[config.mk]
export PLATFORM = sky130hd
export DESIGN_NAME = mem_wb_reg_way1_flat
export DESIGN_NICKNAME = d
export VERILOG_FILES = /design/src/rtl/mem_wb_reg_way1_pkg.sv /design/src/rtl/mem_wb_reg_way1_if.sv /design/src/rtl/mem_wb_reg_way1_skid_buffer.sv /design/src/rtl/mem_wb_reg_way1.sv /design/src/flat_wrapper.sv
export SDC_FILE = /design/constraint.sdc
export NUM_CORES = 1
export LEC_CHECK = 0
export ABC_AREA = 1
export CAP_MARGIN = 20
export CORE_UTILIZATION = 54
export CTS_CLUSTER_SIZE = 12
export DETAILED_ROUTE_END_ITERATION = 16
export PLACE_DENSITY = 0.85
export SETUP_SLACK_MARGIN = 0.1
export SLEW_MARGIN = 30
export SYNTH_ARGS = -nofsm -noshare
export SYNTH_HDL_FRONTEND = slang
export SYNTH_SLANG_ARGS = --single-unit
[constraint.sdc]
create_clock -name clk -period 3.45 [get_ports clk]
set_input_delay 0.345 -clock clk [delete_from_list [all_inputs] [get_ports clk]]
set_output_delay 0.345 -clock clk [all_outputs]
set_load 0.1 [all_outputs]
[src/rtl/mem_wb_reg_way1_pkg.sv]
// Shared way1 types: write-back payload, widths and the buffer occupancy encoding.
package b8_way1_pkg;

  localparam int unsigned XLEN       = 64;
  localparam int unsigned REG_ADDR_W = 5;
  localparam int unsigned PID_W      = 2;

  typedef struct packed {
    logic                  rdWriteEnable;
    logic [REG_ADDR_W-1:0] rdAddr;
    logic [XLEN-1:0]       rdData;
    logic [PID_W-1:0]      way1_pID;
  } wb_payload_t;

  typedef enum logic [1:0] {
    ST_EMPTY = 2'd0,
    ST_ONE   = 2'd1,
    ST_FULL  = 2'd2,
    ST_BAD   = 2'd3
  } buf_state_e;

  // Occupancy follows directly from the two valid flags; skid without main is illegal.
  function automatic buf_state_e buf_state(input logic main_v, input logic skid_v);
    if (!main_v && !skid_v)     return ST_EMPTY;
    else if (main_v && !skid_v) return ST_ONE;
    else if (main_v && skid_v)  return ST_FULL;
    else                        return ST_BAD;
  endfunction

endpackage

[src/rtl/mem_wb_reg_way1_if.sv]
// MEM->WB way1 handshake bundle: upstream push side, downstream pop side and flush.
interface mem_wb_reg_way1_if #(
  parameter int unsigned DATA_W = 64,
  parameter int unsigned ADDR_W = 5,
  parameter int unsigned PID_W  = 2
);
  logic              flush_i;
  logic              valid_i;
  logic              ready_o;
  logic              rdWriteEnable_i;
  logic [ADDR_W-1:0] rdAddr_i;
  logic [DATA_W-1:0] rdData_i;
  logic [PID_W-1:0]  way1_pID_i;
  logic              valid_o;
  logic              ready_i;
  logic              rdWriteEnable_o;
  logic [ADDR_W-1:0] rdAddr_o;
  logic [DATA_W-1:0] rdData_o;
  logic [PID_W-1:0]  way1_pID_o;

  modport master (
    output flush_i, valid_i, rdWriteEnable_i, rdAddr_i, rdData_i, way1_pID_i, ready_i,
    input  ready_o, valid_o, rdWriteEnable_o, rdAddr_o, rdData_o, way1_pID_o
  );

  modport slave (
    input  flush_i, valid_i, rdWriteEnable_i, rdAddr_i, rdData_i, way1_pID_i, ready_i,
    output ready_o, valid_o, rdWriteEnable_o, rdAddr_o, rdData_o, way1_pID_o
  );
endinterface

[src/rtl/mem_wb_reg_way1_skid_buffer.sv]
// Two-entry skid buffer (main + skid) whose ready and valid come straight from flops.
module skid_buffer
  import b8_way1_pkg::*;
#(
  parameter type T = logic [7:0]
) (
  input  logic clk,
  input  logic rst,
  input  logic flush,
  input  logic in_valid,
  output logic in_ready,
  input  T     in_data,
  output logic out_valid,
  input  logic out_ready,
  output T     out_data
);

  logic       main_v;
  logic       skid_v;
  T           main_q;
  T           skid_q;
  logic       acc;
  logic       pop;
  buf_state_e state;

  assign state     = buf_state(main_v, skid_v);
  assign in_ready  = !skid_v;
  assign out_valid = main_v;
  assign out_data  = main_q;
  assign acc       = in_valid & in_ready;
  assign pop       = main_v & out_ready;

  // Payload flops only load on accept or skid->main move; flush leaves them untouched.
  always_ff @(posedge clk) begin
    if (rst) begin
      main_v <= 1'b0;
      skid_v <= 1'b0;
      main_q <= '0;
      skid_q <= '0;
    end else if (flush) begin
      main_v <= 1'b0;
      skid_v <= 1'b0;
    end else begin
      case (state)
        ST_EMPTY: begin
          if (acc) begin
            main_q <= in_data;
            main_v <= 1'b1;
          end
        end
        ST_ONE: begin
          if (acc && pop) begin
            main_q <= in_data;
          end else if (acc) begin
            skid_q <= in_data;
            skid_v <= 1'b1;
          end else if (pop) begin
            main_v <= 1'b0;
          end
        end
        ST_FULL: begin
          if (pop) begin
            main_q <= skid_q;
            skid_v <= 1'b0;
          end
        end
        default: begin
          main_v <= main_v;
        end
      endcase
    end
  end

endmodule

[src/rtl/mem_wb_reg_way1.sv]
// Way1 MEM->WB pipeline register: packs the retiring result into a skid buffer.
module mem_wb_reg_way1 #(
  parameter int unsigned DATA_W = 64,
  parameter int unsigned ADDR_W = 5,
  parameter int unsigned PID_W  = 2
) (
  input  logic               clk,
  input  logic               rst,
  mem_wb_reg_way1_if.slave   bus
);

  localparam int unsigned P_XLEN = b8_way1_pkg::XLEN;
  localparam int unsigned P_AW   = b8_way1_pkg::REG_ADDR_W;
  localparam int unsigned P_PW   = b8_way1_pkg::PID_W;

  b8_way1_pkg::wb_payload_t in_pl;
  b8_way1_pkg::wb_payload_t out_pl;
  logic                     rdy;
  logic                     vld;

  always_comb begin
    in_pl.rdWriteEnable = bus.rdWriteEnable_i;
    in_pl.rdAddr        = P_AW'(bus.rdAddr_i);
    in_pl.rdData        = P_XLEN'(bus.rdData_i);
    in_pl.way1_pID      = P_PW'(bus.way1_pID_i);
  end

  skid_buffer #(.T(b8_way1_pkg::wb_payload_t)) u_skid (
    .clk       (clk),
    .rst       (rst),
    .flush     (bus.flush_i),
    .in_valid  (bus.valid_i),
    .in_ready  (rdy),
    .in_data   (in_pl),
    .out_valid (vld),
    .out_ready (bus.ready_i),
    .out_data  (out_pl)
  );

  assign bus.ready_o         = rdy;
  assign bus.valid_o         = vld;
  assign bus.rdWriteEnable_o = out_pl.rdWriteEnable;
  assign bus.rdAddr_o        = ADDR_W'(out_pl.rdAddr);
  assign bus.rdData_o        = DATA_W'(out_pl.rdData);
  assign bus.way1_pID_o      = PID_W'(out_pl.way1_pID);

endmodule

[src/flat_wrapper.sv]
// flat-port wrapper written by rule: the top's interface ports become plain ports
module mem_wb_reg_way1_flat 
#(
  parameter int unsigned DATA_W = 64,
  parameter int unsigned ADDR_W = 5,
  parameter int unsigned PID_W  = 2
)
  (clk, rst, bus_flush_i, bus_valid_i, bus_rdWriteEnable_i, bus_rdAddr_i, bus_rdData_i, bus_way1_pID_i, bus_ready_i, bus_ready_o, bus_valid_o, bus_rdWriteEnable_o, bus_rdAddr_o, bus_rdData_o, bus_way1_pID_o);
  mem_wb_reg_way1_if #(.DATA_W(DATA_W), .ADDR_W(ADDR_W), .PID_W(PID_W)) bus_i ();
  input  logic clk;
  input  logic rst;
  input wire logic [$bits(bus_i.flush_i)-1:0] bus_flush_i;
  input wire logic [$bits(bus_i.valid_i)-1:0] bus_valid_i;
  input wire logic [$bits(bus_i.rdWriteEnable_i)-1:0] bus_rdWriteEnable_i;
  input wire logic [$bits(bus_i.rdAddr_i)-1:0] bus_rdAddr_i;
  input wire logic [$bits(bus_i.rdData_i)-1:0] bus_rdData_i;
  input wire logic [$bits(bus_i.way1_pID_i)-1:0] bus_way1_pID_i;
  input wire logic [$bits(bus_i.ready_i)-1:0] bus_ready_i;
  output wire logic [$bits(bus_i.ready_o)-1:0] bus_ready_o;
  output wire logic [$bits(bus_i.valid_o)-1:0] bus_valid_o;
  output wire logic [$bits(bus_i.rdWriteEnable_o)-1:0] bus_rdWriteEnable_o;
  output wire logic [$bits(bus_i.rdAddr_o)-1:0] bus_rdAddr_o;
  output wire logic [$bits(bus_i.rdData_o)-1:0] bus_rdData_o;
  output wire logic [$bits(bus_i.way1_pID_o)-1:0] bus_way1_pID_o;
  assign bus_i.flush_i = bus_flush_i;
  assign bus_i.valid_i = bus_valid_i;
  assign bus_i.rdWriteEnable_i = bus_rdWriteEnable_i;
  assign bus_i.rdAddr_i = bus_rdAddr_i;
  assign bus_i.rdData_i = bus_rdData_i;
  assign bus_i.way1_pID_i = bus_way1_pID_i;
  assign bus_i.ready_i = bus_ready_i;
  assign bus_ready_o = bus_i.ready_o;
  assign bus_valid_o = bus_i.valid_o;
  assign bus_rdWriteEnable_o = bus_i.rdWriteEnable_o;
  assign bus_rdAddr_o = bus_i.rdAddr_o;
  assign bus_rdData_o = bus_i.rdData_o;
  assign bus_way1_pID_o = bus_i.way1_pID_o;
  mem_wb_reg_way1 #(.DATA_W(DATA_W), .ADDR_W(ADDR_W), .PID_W(PID_W)) u_core (.clk(clk), .rst(rst), .bus(bus_i));
endmodule
**After elaboration in Yosys (flattened, before gate mapping)**

Index checks and enable logic that the tools add are counted.

- Register bits after elaboration: 146
- Bits of input ports: 77
- Output and inout port bits: 74

- Equality and inequality tests: 9
- Multiplexer cells: 14
- Bitwise operators: 4
- Reduce and logical (&&, ||, !) cells: 15

Operator list:

| cell | count |
|---|---|
| 72-bit two-way mux | 3 |
| 72-bit case mux with 3 select lines | 1 |
| 2-bit inequality test, second input constant | 7 |
| 5-bit AND reduction | 2 |
| 4-bit AND reduction | 2 |
| 1-bit two-way mux | 6 |
| 1-bit logical AND | 4 |
| 2-bit two-way mux | 2 |
| 1-bit case mux with 2 select lines | 2 |
| 2-bit nonzero test | 2 |
| 3-bit nonzero test | 1 |
| 1-bit AND | 2 |
| 2-bit by 1-bit equality test with 1-bit output, second input constant | 1 |
| 2-bit equality test, second input constant | 1 |
| 1-bit logical NOT | 2 |
| 2-bit logical NOT | 1 |
| 1-bit inverter | 2 |
| 2-bit OR reduction | 1 |

**Longest topological paths before layout**

- Word-level depth: 7
- Gate-level depth with buffers: 9
- Gate-level depth less buffers: 7

**Worst setup path after synthesis**

OpenSTA, ideal clock, no wires.

- Kind: register -> register
- From: reg u_core.u_skid.main_v, in the netlist u_core.u_skid.out_valid
- To: reg u_core.u_skid.skid_q[59] (netlist bit)
- Data arrival time: 1916 ps
- Data required time: 3334 ps
- Setup slack: 1418 ps
- Stages on the path, launching flop included: 7
- Path buffers: 1
- Period minus slack after synthesis: 2032 ps
- Path through: dfxtp_1 nand2_1 nor2_4 nand2_4 clkbuf_1 o21ai_0 nor2_1

- Cells in the longest elaborated chain, start to end: 6
- Elaborated cells between the ends (all ways): 12
- Classes of those cells: eq/ne (1); mux (3); bitwise (2); reduce/logical (6)

Ends and longest elaborated chain:

| what | line | source |
|---|---|---|
| start: declaration | mem_wb_reg_way1_skid_buffer.sv:18 | `logic main_v;` |
| start signal: assignment | mem_wb_reg_way1_skid_buffer.sv:68 | `main_v <= main_v;` |
| 1-bit logical AND | mem_wb_reg_way1_pkg.sv:26 | `else if (main_v && skid_v) return ST_FULL;` |
| 1-bit two-way mux | mem_wb_reg_way1_pkg.sv:26 |  |
| 2-bit two-way mux | mem_wb_reg_way1_pkg.sv:25 | `else if (main_v && !skid_v) return ST_ONE;` |
| 2-bit two-way mux | mem_wb_reg_way1_pkg.sv:24 | `if (!main_v && !skid_v) return ST_EMPTY;` |
| 2-bit by 1-bit equality test with 1-bit output | mem_wb_reg_way1_skid_buffer.sv:44 | `case (state)` |
| 4-bit AND reduction (no line) (*) | -- |  |
| end signal: assignment | mem_wb_reg_way1_skid_buffer.sv:55 | `skid_q <= in_data;` |
| end: declaration | mem_wb_reg_way1_skid_buffer.sv:21 | `T skid_q;` |

Every way passes the cells marked *; elsewhere a longest branch is shown, timed or not.
A chain may end at the register's enable or synchronous reset.

**Final worst setup path**

- From: reg u_core.u_skid.skid_v
- To: out bus_ready_o

- Cells in the longest elaborated chain, start to end: 1

Ends and longest elaborated chain:

| what | line | source |
|---|---|---|
| start: declaration | mem_wb_reg_way1_skid_buffer.sv:19 | `logic skid_v;` |
| start signal: assignment | mem_wb_reg_way1_skid_buffer.sv:37 | `skid_v <= 1'b0;` |
| start signal: assignment | mem_wb_reg_way1_skid_buffer.sv:42 | `skid_v <= 1'b0;` |
| start signal: assignment | mem_wb_reg_way1_skid_buffer.sv:56 | `skid_v <= 1'b1;` |
| 1-bit logical NOT | mem_wb_reg_way1_skid_buffer.sv:27 | `assign in_ready = !skid_v;` |
| end: declaration | flat_wrapper.sv:19 | `output wire logic [$bits(bus_i.ready_o)-1:0] bus_ready_o;` |

No other way between the ends.

==> impl_metrics.env <==
export IMPL_worst_path_max_fanout=29
export IMPL_die_h_um=113
export IMPL_io_pins=151
export IMPL_holdBufCountCts=0
export IMPL_endpoint_kind="output pin"
export IMPL_power_leakage_uw=0.00401
export IMPL_postCtsResizedCells=0
export IMPL_ys_warn_count=0
export IMPL_synth_top_cell_by_area="dfxtp_1"
export IMPL_die_x_um=113
export IMPL_worstHoldPathType="flip-flop to flip-flop"
export IMPL_seq_area_frac_synth=0.438
export IMPL_place_congestion=0.781
export IMPL_cts_root_buf="clkbuf_16"
export IMPL_avgSynthCellArea_sq_um=6.42
export IMPL_ys_types=18
export IMPL_drtPass1Iterations=5
export IMPL_status="completed"
export IMPL_portBuffers=150
export IMPL_clockBufferDepth=2
export IMPL_critPathArrivalTime_ps=2270
export IMPL_grt_first_pass_wirelength_um=28000
export IMPL_vias_per_cell=5.13
export IMPL_track_usage=0.273
export IMPL_min_period_ps=2610
export IMPL_gr_total_overflow=0
export IMPL_grt_max_degree=73
export IMPL_drt_iter0_markers=554
export IMPL_coreArea_sq_mm=0.0120
export IMPL_power_internal_uw=3220
export IMPL_layout_setup_ws_ps=838
export IMPL_p_switching_uw=1470
export IMPL_synth_common_cells="nor2_1, nand2_1, dfxtp_1, nand3_1, inv_1"
export IMPL_stdcell_count=1305
export IMPL_use_met1=0.361
export IMPL_critical_path_class="flip-flop to output pin"
export IMPL_fmax_ghz=0.383
export IMPL_wl_per_cell_um=13.1
export IMPL_cts_tree="yes"
export IMPL_synth_edf_count=0
export IMPL_cts_sinks=146
export IMPL_numCtsBuffers=17
export IMPL_power_frac_seq=0.387
export IMPL_worstHoldStart="u_core.u_skid.out_data[35]"
export IMPL_fillers=984
export IMPL_clk_latency_ps=420
export IMPL_hold_viol=0
export IMPL_finalCritPeriodShare=0.757
export IMPL_drive_above_1_share=0.0484
export IMPL_rsz0062_at_grt="no"
export IMPL_hold_worst_slack_ps=478
export IMPL_path_clk_slew_ps=60
export IMPL_slew_viol_final=0
export IMPL_grt_antenna_before_repair=0
export IMPL_synthTopCellsByArea="dfxtp_1, nor2_1, nand2_1, nand3_1, o21ai_0"
export IMPL_multi_input_area_sq_mm=0.00311
export IMPL_grt_pass1_vias=5840
export IMPL_rows=40
export IMPL_htreeDepth=4
export IMPL_nets=1223
export IMPL_p_clk_frac=0.389
export IMPL_syn_inst=1039
export IMPL_ff2ff_setup_slack_ps=990
export IMPL_pre_cts_ws_ps=1040
export IMPL_cp_start_kind="flip-flop"
export IMPL_use_met2=0.446
export IMPL_synth_seq_cells=146
export IMPL_crit_required_ps=3110
export IMPL_min_to="u_core.u_skid.out_data[35]"
export IMPL_num_vias=6701
export IMPL_clock_skew_ps=5.12
export IMPL_ant_nets=0
export IMPL_async_flop_share=0
export IMPL_finalSetupViolations=0
export IMPL_r2r_cells=6
export IMPL_min_path_cells=2
export IMPL_cts_setup_buffers=0
export IMPL_r2r_end="u_core.u_skid.out_data[49]"
export IMPL_synth_top_area_share=0.438
export IMPL_dpl_hpwl_um=10100
export IMPL_antennaDiodeCount=0
export IMPL_synth_area_sq_mm=0.00667
export IMPL_r2r_start="u_core.u_skid.skid_v"
export IMPL_areaGrowthSynthToFinish_pct=31.0
export IMPL_initial_core_util=0.555
export IMPL_top_usage_layer="met2"
export IMPL_power_per_cell_area_mw_per_mm2=537
export IMPL_p_comb_frac=0.224
export IMPL_ys_flop_type="dfxtp_1"
export IMPL_route_detailed_drc=0
export IMPL_synth_most_common_cell="nor2_1"
export IMPL_syn_nets=1116
export IMPL_relSlewSlack=0.316
export IMPL_gr_usage_met3=0.0498
export IMPL_design_die_area_sq_mm=0.0128
export IMPL_wirelength_um=17000
export IMPL_worst_slew_pin_slew_ps=1020
export IMPL_vdd_drop_max_mv=0.289
export IMPL_regArea_sq_mm=0.00293
export IMPL_drv_cap=0
export IMPL_netSwitchingFraction=0.313
export IMPL_dp_cells=1274
export IMPL_crit_start="u_core.u_skid.skid_v"
export IMPL_tns_ps=0
==> critical path, stage by stage, from the launching register on <==
cell             delay, ps
dfxtp_2                710
inv_2                  130
clkdlybuf4s50_1       1000
==> worst max-delay path by stage <==
stage                                 endpoint  cells after the start  slack, ps
finish                             bus_ready_o                      2        840
global route        u_core.u_skid.out_data[26]                      6        730
CTS                                bus_ready_o                      2        840
detailed placement  u_core.u_skid.out_data[69]                      6       1040
global placement     u_core.u_skid.out_data[2]                      6       1080
floorplan             u_core.u_skid.skid_q[59]                      6       1420
==> metrics by stage <==
stage / cell area, sq um / utilization / total power (uW)
final: 8740 / 0.728 / 4690
after global placement: 8150 / 0.678 / 2890
after global routing: 8740 / 0.728 / 4860
after detailed placement: 8140 / 0.678 / 2900
after CTS: 8740 / 0.728 / 4710
after floorplan: 6670 / - / 2610
==> area by class of cell <==
cell class,count,share of cell area
sequential,146,0.335
timing repair buffer,163,0.187
multi-input combinational,740,0.355
clock buffer,28,0.0637
clock inverter,3,0.00458
inverter,78,0.0338
tap,147,0.0210
==> flip-flops by register name, indices dropped and copies added (netlist names) <==
| signal | count |
|---|---|
| u_core.u_skid.skid_v | 1 |
| u_core.u_skid.skid_q | 72 |
| u_core.u_skid.out_valid | 1 |
| u_core.u_skid.out_data | 72 |
==> cell families after synthesis <==
group,count (synthesis),synth area share
AO/OA/AOI/OAI,77,0.0589
buffers and inverters,153,0.0975
flip-flops,146,0.438
AND/OR/NAND/NOR,663,0.405
==> routing by layer <==
| layer | vias up | routed length, um |
|---|---|---|
| li1 | 3430 | - |
| met2 | 233 | 8160 |
| met4 | 0 | 257 |
| met3 | 22 | 1110 |
| met1 | 3016 | 7520 |
| met5 | - | 0 |
==> power by group through the flow <==
stage / clock (uW) / combinational [uW] / sequential (uW)
6_report: 1820 / 1050 / 1820
3_5_place_dp: 0 / 1050 / 1850
5_1_grt: 1920 / 1110 / 1820
3_3_place_gp: 0 / 1040 / 1850
2_1_floorplan: 0 / 281 / 2330
4_1_cts: 1840 / 1050 / 1820
==> layout by cell type (no fill, tap or decap) <==
| cell | instances |
|---|---|
| nor2_1 | 289 |
| nand2_1 | 222 |
| clkdlybuf4s50_1 | 149 |
| nand3_1 | 146 |
| dfxtp_1 | 144 |
| inv_1 | 74 |
| o21ai_0 | 60 |
| clkbuf_16 | 17 |
| o21ai_1 | 13 |
| buf_4 | 10 |
| clkbuf_8 | 9 |
| inv_2 | 3 |
| nor2_4 | 3 |
| buf_12 | 3 |
| clkbuf_1 | 2 |
| clkinv_2 | 2 |
| dfxtp_2 | 2 |
| nand2_2 | 1 |
| nor2_2 | 1 |
| a21oi_4 | 1 |
| inv_4 | 1 |
| nand2_4 | 1 |
| a31oi_1 | 1 |
| a21oi_1 | 1 |
| a211oi_1 | 1 |
| bufinv_16 | 1 |
| buf_2 | 1 |
(Power assumes the default switching activity.)
